`src/rtl/track_sequencer.sv`:
```
// ---------------------------------------------------------------------------
// track_sequencer
//   Plays a queue of flash-resident audio tracks back to back. Track indices
//   are pushed into a small FIFO; on start the FSM pops them one at a time,
//   converts each index into a flash address window and streams one sample
//   per AC97 ready strobe from flash_manager to the headphone output.
//
// Ports
//   clock        in   system clock
//   reset_b      in   synchronous active-low reset
//   enq_valid    in   push enq_index this cycle
//   enq_index    in   [4:0] track index to queue
//   enq_ready    out  queue not full
//   flush        in   abort playback and empty the queue
//   start        in   begin playing the queue (sampled only when idle)
//   ready        in   AC97 one-cycle sample strobe
//   frdata       in   [15:0] flash read data, sample is frdata[15:8]
//   fm_busy      in   flash_manager busy
//   raddr        out  [22:0] flash read address
//   doread       out  flash_manager read enable
//   to_ac97_data out  [7:0] PCM sample
//   playing      out  high while loading, priming or playing
//   done         out  one-cycle pulse at sequence end
//   underrun     out  one-cycle pulse: strobe arrived while flash busy
//   q_count      out  [3:0] entries in the queue
// ---------------------------------------------------------------------------
module track_sequencer #(
    parameter int TRACK_LENGTH = 69000,
    parameter int QDEPTH       = 8,
    parameter int SKIP_INDEX   = 28,
    parameter int END_INDEX    = 31
) (
    input  logic        clock,
    input  logic        reset_b,
    input  logic        enq_valid,
    input  logic [4:0]  enq_index,
    output logic        enq_ready,
    input  logic        flush,
    input  logic        start,
    input  logic        ready,
    input  logic [15:0] frdata,
    input  logic        fm_busy,
    output logic [22:0] raddr,
    output logic        doread,
    output logic [7:0]  to_ac97_data,
    output logic        playing,
    output logic        done,
    output logic        underrun,
    output logic [3:0]  q_count
);

    localparam int PW = $clog2(QDEPTH);

    localparam logic [2:0] S_IDLE  = 3'd0;
    localparam logic [2:0] S_LOAD  = 3'd1;
    localparam logic [2:0] S_PRIME = 3'd2;
    localparam logic [2:0] S_PLAY  = 3'd3;
    localparam logic [2:0] S_DONE  = 3'd4;

    localparam logic [3:0]  QFULL   = 4'(QDEPTH);
    localparam logic [22:0] TL23    = 23'(TRACK_LENGTH);
    localparam logic [4:0]  SKIP5   = 5'(SKIP_INDEX);
    localparam logic [4:0]  END5    = 5'(END_INDEX);

    logic [4:0]    mem_q [QDEPTH];
    logic [PW-1:0] wr_ptr_q, rd_ptr_q;
    logic [3:0]    count_q;

    logic [2:0]    state_q, state_d;
    logic [22:0]   raddr_q, raddr_d;
    logic [22:0]   end_addr_q, end_addr_d;
    logic [7:0]    data_q, data_d;
    logic          underrun_q, underrun_d;

    logic          push, pop;
    logic [4:0]    head;
    logic [22:0]   head_base;

    // Only the upper byte of the flash word carries audio.
    logic          unused_frdata;
    assign unused_frdata = ^frdata[7:0];

    assign enq_ready = (count_q != QFULL);
    assign head      = mem_q[rd_ptr_q];
    // 23-bit product: the largest window end (31*L+L for L=69000) still fits.
    assign head_base = 23'(head) * TL23;

    // Flush overrides both queue operations.
    assign push = enq_valid & enq_ready & ~flush;
    assign pop  = (state_q == S_LOAD) & (count_q != 4'd0) & ~flush;

    // ---------------- index FIFO ----------------
    always_ff @(posedge clock) begin
        if (push) begin
            mem_q[wr_ptr_q] <= enq_index;
        end
    end

    always_ff @(posedge clock) begin
        if (!reset_b || flush) begin
            wr_ptr_q <= '0;
            rd_ptr_q <= '0;
            count_q  <= 4'd0;
        end else begin
            if (push) wr_ptr_q <= wr_ptr_q + PW'(1);
            if (pop)  rd_ptr_q <= rd_ptr_q + PW'(1);
            case ({push, pop})
                2'b10:   count_q <= count_q + 4'd1;
                2'b01:   count_q <= count_q - 4'd1;
                default: count_q <= count_q;
            endcase
        end
    end

    // ---------------- playback FSM ----------------
    always_comb begin
        state_d    = state_q;
        raddr_d    = raddr_q;
        end_addr_d = end_addr_q;
        data_d     = data_q;
        underrun_d = 1'b0;

        case (state_q)
            S_IDLE: begin
                if (start && count_q != 4'd0) state_d = S_LOAD;
            end
            S_LOAD: begin
                if (count_q == 4'd0) begin
                    state_d = S_DONE;
                end else if (head == SKIP5) begin
                    // Popping the last entry ends the sequence unless a new
                    // index lands in the same cycle.
                    if (count_q == 4'd1 && !push) state_d = S_DONE;
                end else if (head == END5) begin
                    state_d = S_DONE;
                end else begin
                    raddr_d    = head_base;
                    end_addr_d = head_base + TL23;
                    state_d    = S_PRIME;
                end
            end
            S_PRIME: begin
                if (!fm_busy) state_d = S_PLAY;
            end
            S_PLAY: begin
                if (ready) begin
                    if (fm_busy) begin
                        underrun_d = 1'b1;
                    end else if (raddr_q < end_addr_q) begin
                        data_d  = frdata[15:8];
                        raddr_d = raddr_q + 23'd1;
                    end else begin
                        state_d = (count_q != 4'd0) ? S_LOAD : S_DONE;
                    end
                end
            end
            S_DONE: begin
                raddr_d = '0;
                state_d = S_IDLE;
            end
            default: state_d = S_IDLE;
        endcase

        // Abort: silent return to idle, no done pulse.
        if (flush && state_q != S_IDLE) begin
            state_d    = S_IDLE;
            raddr_d    = '0;
            end_addr_d = '0;
            data_d     = '0;
            underrun_d = 1'b0;
        end
    end

    always_ff @(posedge clock) begin
        if (!reset_b) begin
            state_q    <= S_IDLE;
            raddr_q    <= '0;
            end_addr_q <= '0;
            data_q     <= '0;
            underrun_q <= 1'b0;
        end else begin
            state_q    <= state_d;
            raddr_q    <= raddr_d;
            end_addr_q <= end_addr_d;
            data_q     <= data_d;
            underrun_q <= underrun_d;
        end
    end

    assign raddr        = raddr_q;
    assign to_ac97_data = data_q;
    assign underrun     = underrun_q;
    assign q_count      = count_q;
    assign doread       = (state_q == S_PRIME) || (state_q == S_PLAY);
    assign playing      = (state_q == S_LOAD) || (state_q == S_PRIME) || (state_q == S_PLAY);
    assign done         = (state_q == S_DONE);

endmodule

```
`config.mk`:
```
export PLATFORM = sky130hd
export DESIGN_NAME = track_sequencer
export DESIGN_NICKNAME = d
export VERILOG_FILES = /design/src/rtl/track_sequencer.sv
export SDC_FILE = /design/constraint.sdc
export NUM_CORES = 1
export LEC_CHECK = 0
export CORE_MARGIN = 2
export CORE_UTILIZATION = 35
export DETAILED_ROUTE_END_ITERATION = 10
export GPL_TIMING_DRIVEN = 0
export PLACE_DENSITY = 0.58
export SETUP_SLACK_MARGIN = 0.15
export SYNTH_ARGS = -nofsm -noshare
export SYNTH_HDL_FRONTEND = slang
export SYNTH_SLANG_ARGS = --single-unit
```
`constraint.sdc`:
```
create_clock -name clock -period 12.3 [get_ports clock]
set_input_delay 3.075 -clock clock [delete_from_list [all_inputs] [get_ports clock]]
set_output_delay 3.075 -clock clock [all_outputs]
set_load 0.005 [all_outputs]
```
After elaboration in Yosys (flattened, before gate mapping)
Memory sizes are Yosys's and may differ from the RTL's. A register that Yosys moved wholly into a read port is not among the register bits.
Cells that the tools add are included.
{"block": "op_classes", "add_sub_neg": 6, "n_mul": 1, "magnitude_cmp": 1, "n_eq_ne": 20, "n_mux": 24, "n_bitwise": 12, "reduce_logical": 21}
{"cell": "23-bit two-way mux", "count": 6}
{"cell": "23-bit case mux with 3 select lines", "count": 1}
{"cell": "3-bit two-way mux", "count": 12}
{"cell": "22-bit by 17-bit adder with 23-bit output, second input constant", "count": 1}
{"cell": "23-bit by 1-bit adder with 23-bit output, second input constant", "count": 1}
{"cell": "23-bit less-than comparator", "count": 1}
{"cell": "5-bit by 14-bit multiplier with 19-bit output, second input constant", "count": 1}
{"cell": "2-bit inequality test, second input constant", "count": 9}
{"cell": "3-bit case mux with 4 select lines", "count": 1}
{"cell": "5-bit equality test, second input constant", "count": 2}
{"cell": "1-bit NOT", "count": 8}
{"cell": "4-bit case mux with 2 select lines", "count": 1}
{"cell": "4-bit AND reduction", "count": 2}
{"cell": "7-bit AND reduction", "count": 1}
{"cell": "3-bit by 1-bit adder with 3-bit output, second input constant", "count": 2}
{"cell": "3-bit by 2-bit equality test with 1-bit output, second input constant", "count": 2}
{"cell": "6-bit AND reduction", "count": 1}
{"cell": "3-bit nonzero test", "count": 2}
{"cell": "4-bit by 1-bit adder with 4-bit output, second input constant", "count": 1}
{"cell": "1-bit bitwise AND", "count": 4}
{"cell": "4-bit by 1-bit equality test with 1-bit output, second input constant", "count": 1}
{"cell": "4-bit zero test", "count": 1}
{"cell": "1-bit logical OR", "count": 4}
{"cell": "4-bit by 3-bit inequality test with 1-bit output, second input constant", "count": 1}
{"cell": "other kinds (14)", "count": 19}
{"block": "totals", "reg_bits": 68, "ram_bits": 40, "input_bits": 28, "word_cells": 94, "n_memories": 1}
{"memory": "mem_q", "depth": 8, "width": 5, "read_ports": 1, "rd_ports_with_merged_regs": 1, "wr": 1, "line": "65", "rtl": "logic [4:0] mem_q [QDEPTH];"}

Longest topological paths before layout
{"block": "depth", "ltp_word": 9, "ltp_mapped": 18}

Least setup slack after synthesis
No wires, ideal clock.
{"block": "synth_path", "path_kind": "in2reg", "start": "input port enq_valid", "end": "register count_q[3], in the netlist q_count[3]", "setup_time_ns": 0.128, "t_arrival_ns": 4.425, "setup_slack_ns": 7.747, "stages": 8, "cell_sequence": "nand2_1 > nor2_1 > inv_1 > ha_1 > or4b_2 > a21oi_1 > xnor2_1 > nor2_1"}
{"block": "synth_via", "elab_chain_cells": 4}
{"item": "start, declared", "line": "35", "rtl": "input logic enq_valid,"}
{"item": "1-bit bitwise AND * (2 in series)", "line": "89", "rtl": "assign push = enq_valid & enq_ready & ~flush;"}
{"item": "2-bit by 1-bit equality test with 1-bit output / 2-bit equality test (equally long branches)", "line": "107", "rtl": "case ({push, pop})"}
{"item": "4-bit case mux with 2 select lines / 2-bit nonzero test (equally long branches)"}
{"item": "end signal, assigned", "line": "108", "rtl": "2'b10: count_q <= count_q + 4'd1;"}
{"item": "end signal, assigned", "line": "109", "rtl": "2'b01: count_q <= count_q - 4'd1;"}
{"item": "end signal, assigned", "line": "110", "rtl": "default: count_q <= count_q;"}
{"item": "end, declared", "line": "67", "rtl": "logic [3:0] count_q;"}
Every way passes the cells marked *; elsewhere a longest branch is shown, timed or not.
A chain may end at the register's enable or synchronous reset.

==> results.cfg <==
[cts]
cts_tree = built
cts.repair.resized = 0
hold_buffers = 0
root_buffer = clkbuf_16
clock_path_buffers = 2
cts.sinks = 108
cts_setup_buffers = 0
clkLatencyLatePin_ns = 0.36
htree_levels = 3
clk_pin_slew_ns = 0.08
cts_buffers = 9

[timing]
fmaxAchievable_ghz = 0.176
setup_viol = 0
fin_tns_setup_ns = 0
rsz0062_at_grt = no
slew_viol_final = 0
period_needed_ns = 5.68
hold_viol = 0
fin_crit_sh_pct = 46.2
max_slew_margin_pct = 41.1
worstMarginPinSlew_ns = 0.876
skew_ns = 0.00772
setup_ws_ns = 6.62

[setup_path]
cp_common_cell = ha_1
path_class = reg2reg
critical_path_arrival_ns = 5.91
end_kind = flip-flop
cp_top_family = adder cells
r2r_setup_slack_ns = 6.62
path_max_fanout = 10
path_buf_inv = 2
max_stage_delay_ns = 0.65
worstPathRequired_ns = 12.53
crit_chain = buf_6, mux4_1, mux2i_4, inv_1, ha_1, fa_1, ha_1, ha_1, a21oi_1, o211ai_1, a221oi_1, a211oi_1, xnor2_1, nand4_1, xor2_1, a21oi_1
cpMaxStageDelayCell = a221oi_1
cp-start-kind = flip-flop

[min_path]
hold_path.class = reg2reg

[pwr]
pwr_density_cell_mw_per_mm2 = 117
p_clk_share_pct = 33.6
pwr-share-seq_pct = 43.1
vdd_drop_max_mv = 0.107
p_leak_nw = 2.77
intPower_w = 0.000612
p_comb_share_pct = 23.3
switchingPower_w = 0.000287
swShare_pct = 31.9

[layout]
finalNonFillerCells = 963
antenna_cells = 0
layout_common_cells = 70 x nor2_1, 68 x dfxtp_1, 59 x clkdlybuf4s50_1, 51 x ha_1, 47 x nand2_1
syn_to_final_growth_pct = 18.3
fin_nets = 812
final_common_cell = nor2_1
drive_above_1_share_pct = 7.63
final_core_util_pct = 42.4

[floorplan]
ios = 68
core_mm2 = 0.0181
die_w_um = 140
rows = 49
die_h_um = 140
dieArea_mm2 = 0.0196
start_util_pct = 35.8

[routing]
vias_per_cell = 5.51
drt_iter0_drc = 338
wire_per_inst_um = 17.7
dr.pass1.iters = 11
ant_nets = 0
routed_wl_um = 17100
drc = 6
via_count = 5306

[synth]
ys.warnings.count = 0
synth_fp_nets = 742
synth_area_mm2 = 0.00648
synth_seq_cells = 108
synth-edff-count = 40
ys.flop_type = dfxtp_1
postSynth.asyncResetShare_pct = 0
synth_cell_types = 73
synthCells = 659
syn_area_per_cell_um2 = 9.83
synth.yosys.seq_area_share_pct = 39.6

[placement]
dp_cells = 947
port_buffers = 59
routabilityCongestion = 0.888
pre_cts_ws_ns = 6.75
place_hpwl_um = 13100

[global_route]
antenna_found_initial = 0
grtUsageTotal_pct = 17.3
grt_pass1_wl_um = 26900
grt_overflow = 0
grt_max_degree = 24
grt_pass1_vias = 5211

[outcome]
violations = DRC
status = finished with violations

[flow_run]
drv_cap = 0
## worst register-to-register path, stage by stage, from the launching register on
cell	delay [ns]
dfxtp_1	0.34
buf_6	0.17
mux4_1	0.62
mux2i_4	0.30
inv_1	0.16
ha_1	0.29
fa_1	0.49
ha_1	0.34
ha_1	0.41
a21oi_1	0.32
o211ai_1	0.17
a221oi_1	0.65
a211oi_1	0.22
xnor2_1	0.53
nand4_1	0.24
xor2_1	0.21
a21oi_1	0.08
## worst paths after layout
kind / from / to / cells past startpoint
max: flip-flop / end_addr_q[20] / 16
min: end_addr_q[22] / end_addr_q[22] / 2
max reg2reg: flip-flop / end_addr_q[20] / 16
min reg2reg: end_addr_q[22] / end_addr_q[22] / 2
## metal layers
layer	vias up	track usage [%]	wire length, um
met5	-	0	0
met4	0	6.75	391
met3	31	4.07	1080
met2	191	29.8	8330
met1	2536	21.2	7260
li1	2548	-	-
## synthesized netlist by cell type, types with 4 or more instances
master | number | area [um^2]
mux4_2 | 4 | 90.1
a31oi_1 | 5 | 31.3
xnor2_1 | 20 | 175
o211a_1 | 4 | 40.0
nand2_1 | 47 | 176
clkbuf_1 | 15 | 56.3
nand3_1 | 15 | 75.1
ha_1 | 51 | 638
and3_1 | 4 | 25.0
o21ai_0 | 36 | 180
nor2b_1 | 5 | 31.3
a211oi_1 | 11 | 82.6
nor2_1 | 70 | 263
xor2_1 | 17 | 149
or3_1 | 4 | 25.0
a21oi_1 | 41 | 205
nand4_1 | 10 | 62.6
o22ai_1 | 7 | 43.8
a311oi_2 | 4 | 60.1
mux2i_1 | 19 | 190
fa_1 | 4 | 80.1
edfxtp_1 | 40 | 1200
buf_2 | 5 | 25.0
nor3_1 | 15 | 75.1
inv_1 | 41 | 154
a21o_1 | 4 | 30.0
mux4_1 | 6 | 158
and2_1 | 7 | 43.8
nand2b_1 | 9 | 56.3
o21a_1 | 4 | 30.0
dfxtp_1 | 68 | 1360
## power groups by stage
| stage | clock network (W) | logic [W] | registers, W |
|---|---|---|---|
| 3_3_place_gp | 0 | 0.000201 | 0.000395 |
| 4_1_cts | 0.000309 | 0.000207 | 0.000387 |
| 6_report | 0.000302 | 0.000209 | 0.000387 |
| 5_1_grt | 0.000321 | 0.000229 | 0.000388 |
| 3_5_place_dp | 0 | 0.000205 | 0.000395 |
| 2_1_floorplan | 0 | 0.000143 | 0.000392 |
## state kept, by name, indices dropped and copies added (netlist names), named ones only
register	count
raddr	23
state_q	3
wr_ptr_q	3
mem_q	40
q_count	4
underrun	1
end_addr_q	20
rd_ptr_q	3
to_ac97_data	8
## per-stage QoR
| stage | area [um^2] | total power (W) | hold WS, ns |
|---|---|---|---|
| 4_1_cts | 7670 | 0.000903 | 0.466 |
| 5_1_grt | 7670 | 0.000938 | 0.503 |
| 6_report | 7670 | 0.000899 | 0.464 |
| 2_1_floorplan | 6480 | 0.000535 | 0.428 |
| 3_3_place_gp | 7360 | 0.000595 | 0.446 |
| 3_5_place_dp | 7360 | 0.000600 | 0.455 |
## final cells by class
cell class	instances	area (um^2)
plain buffers	24	119
clock buffers	9	225
clock inverters	7	86.3
fillers	1727	10400
inverters	43	163
multi-input cells	484	3630
flip-flops and latches	108	2560
well taps	229	287
repair buffers	59	591
## cell families after synthesis
family                   share of synthesized area [%]
multiplexers                                      8.03
adder cells (fa/ha/maj)                           11.1
buffers and inverters                             4.34
flip-flops                                        39.6
AO/OA/AOI/OAI                                     16.6
AND/OR/NAND/NOR                                   15.4
XOR/XNOR                                          5.00
No activity file was read; power rests on OpenSTA's default activity.
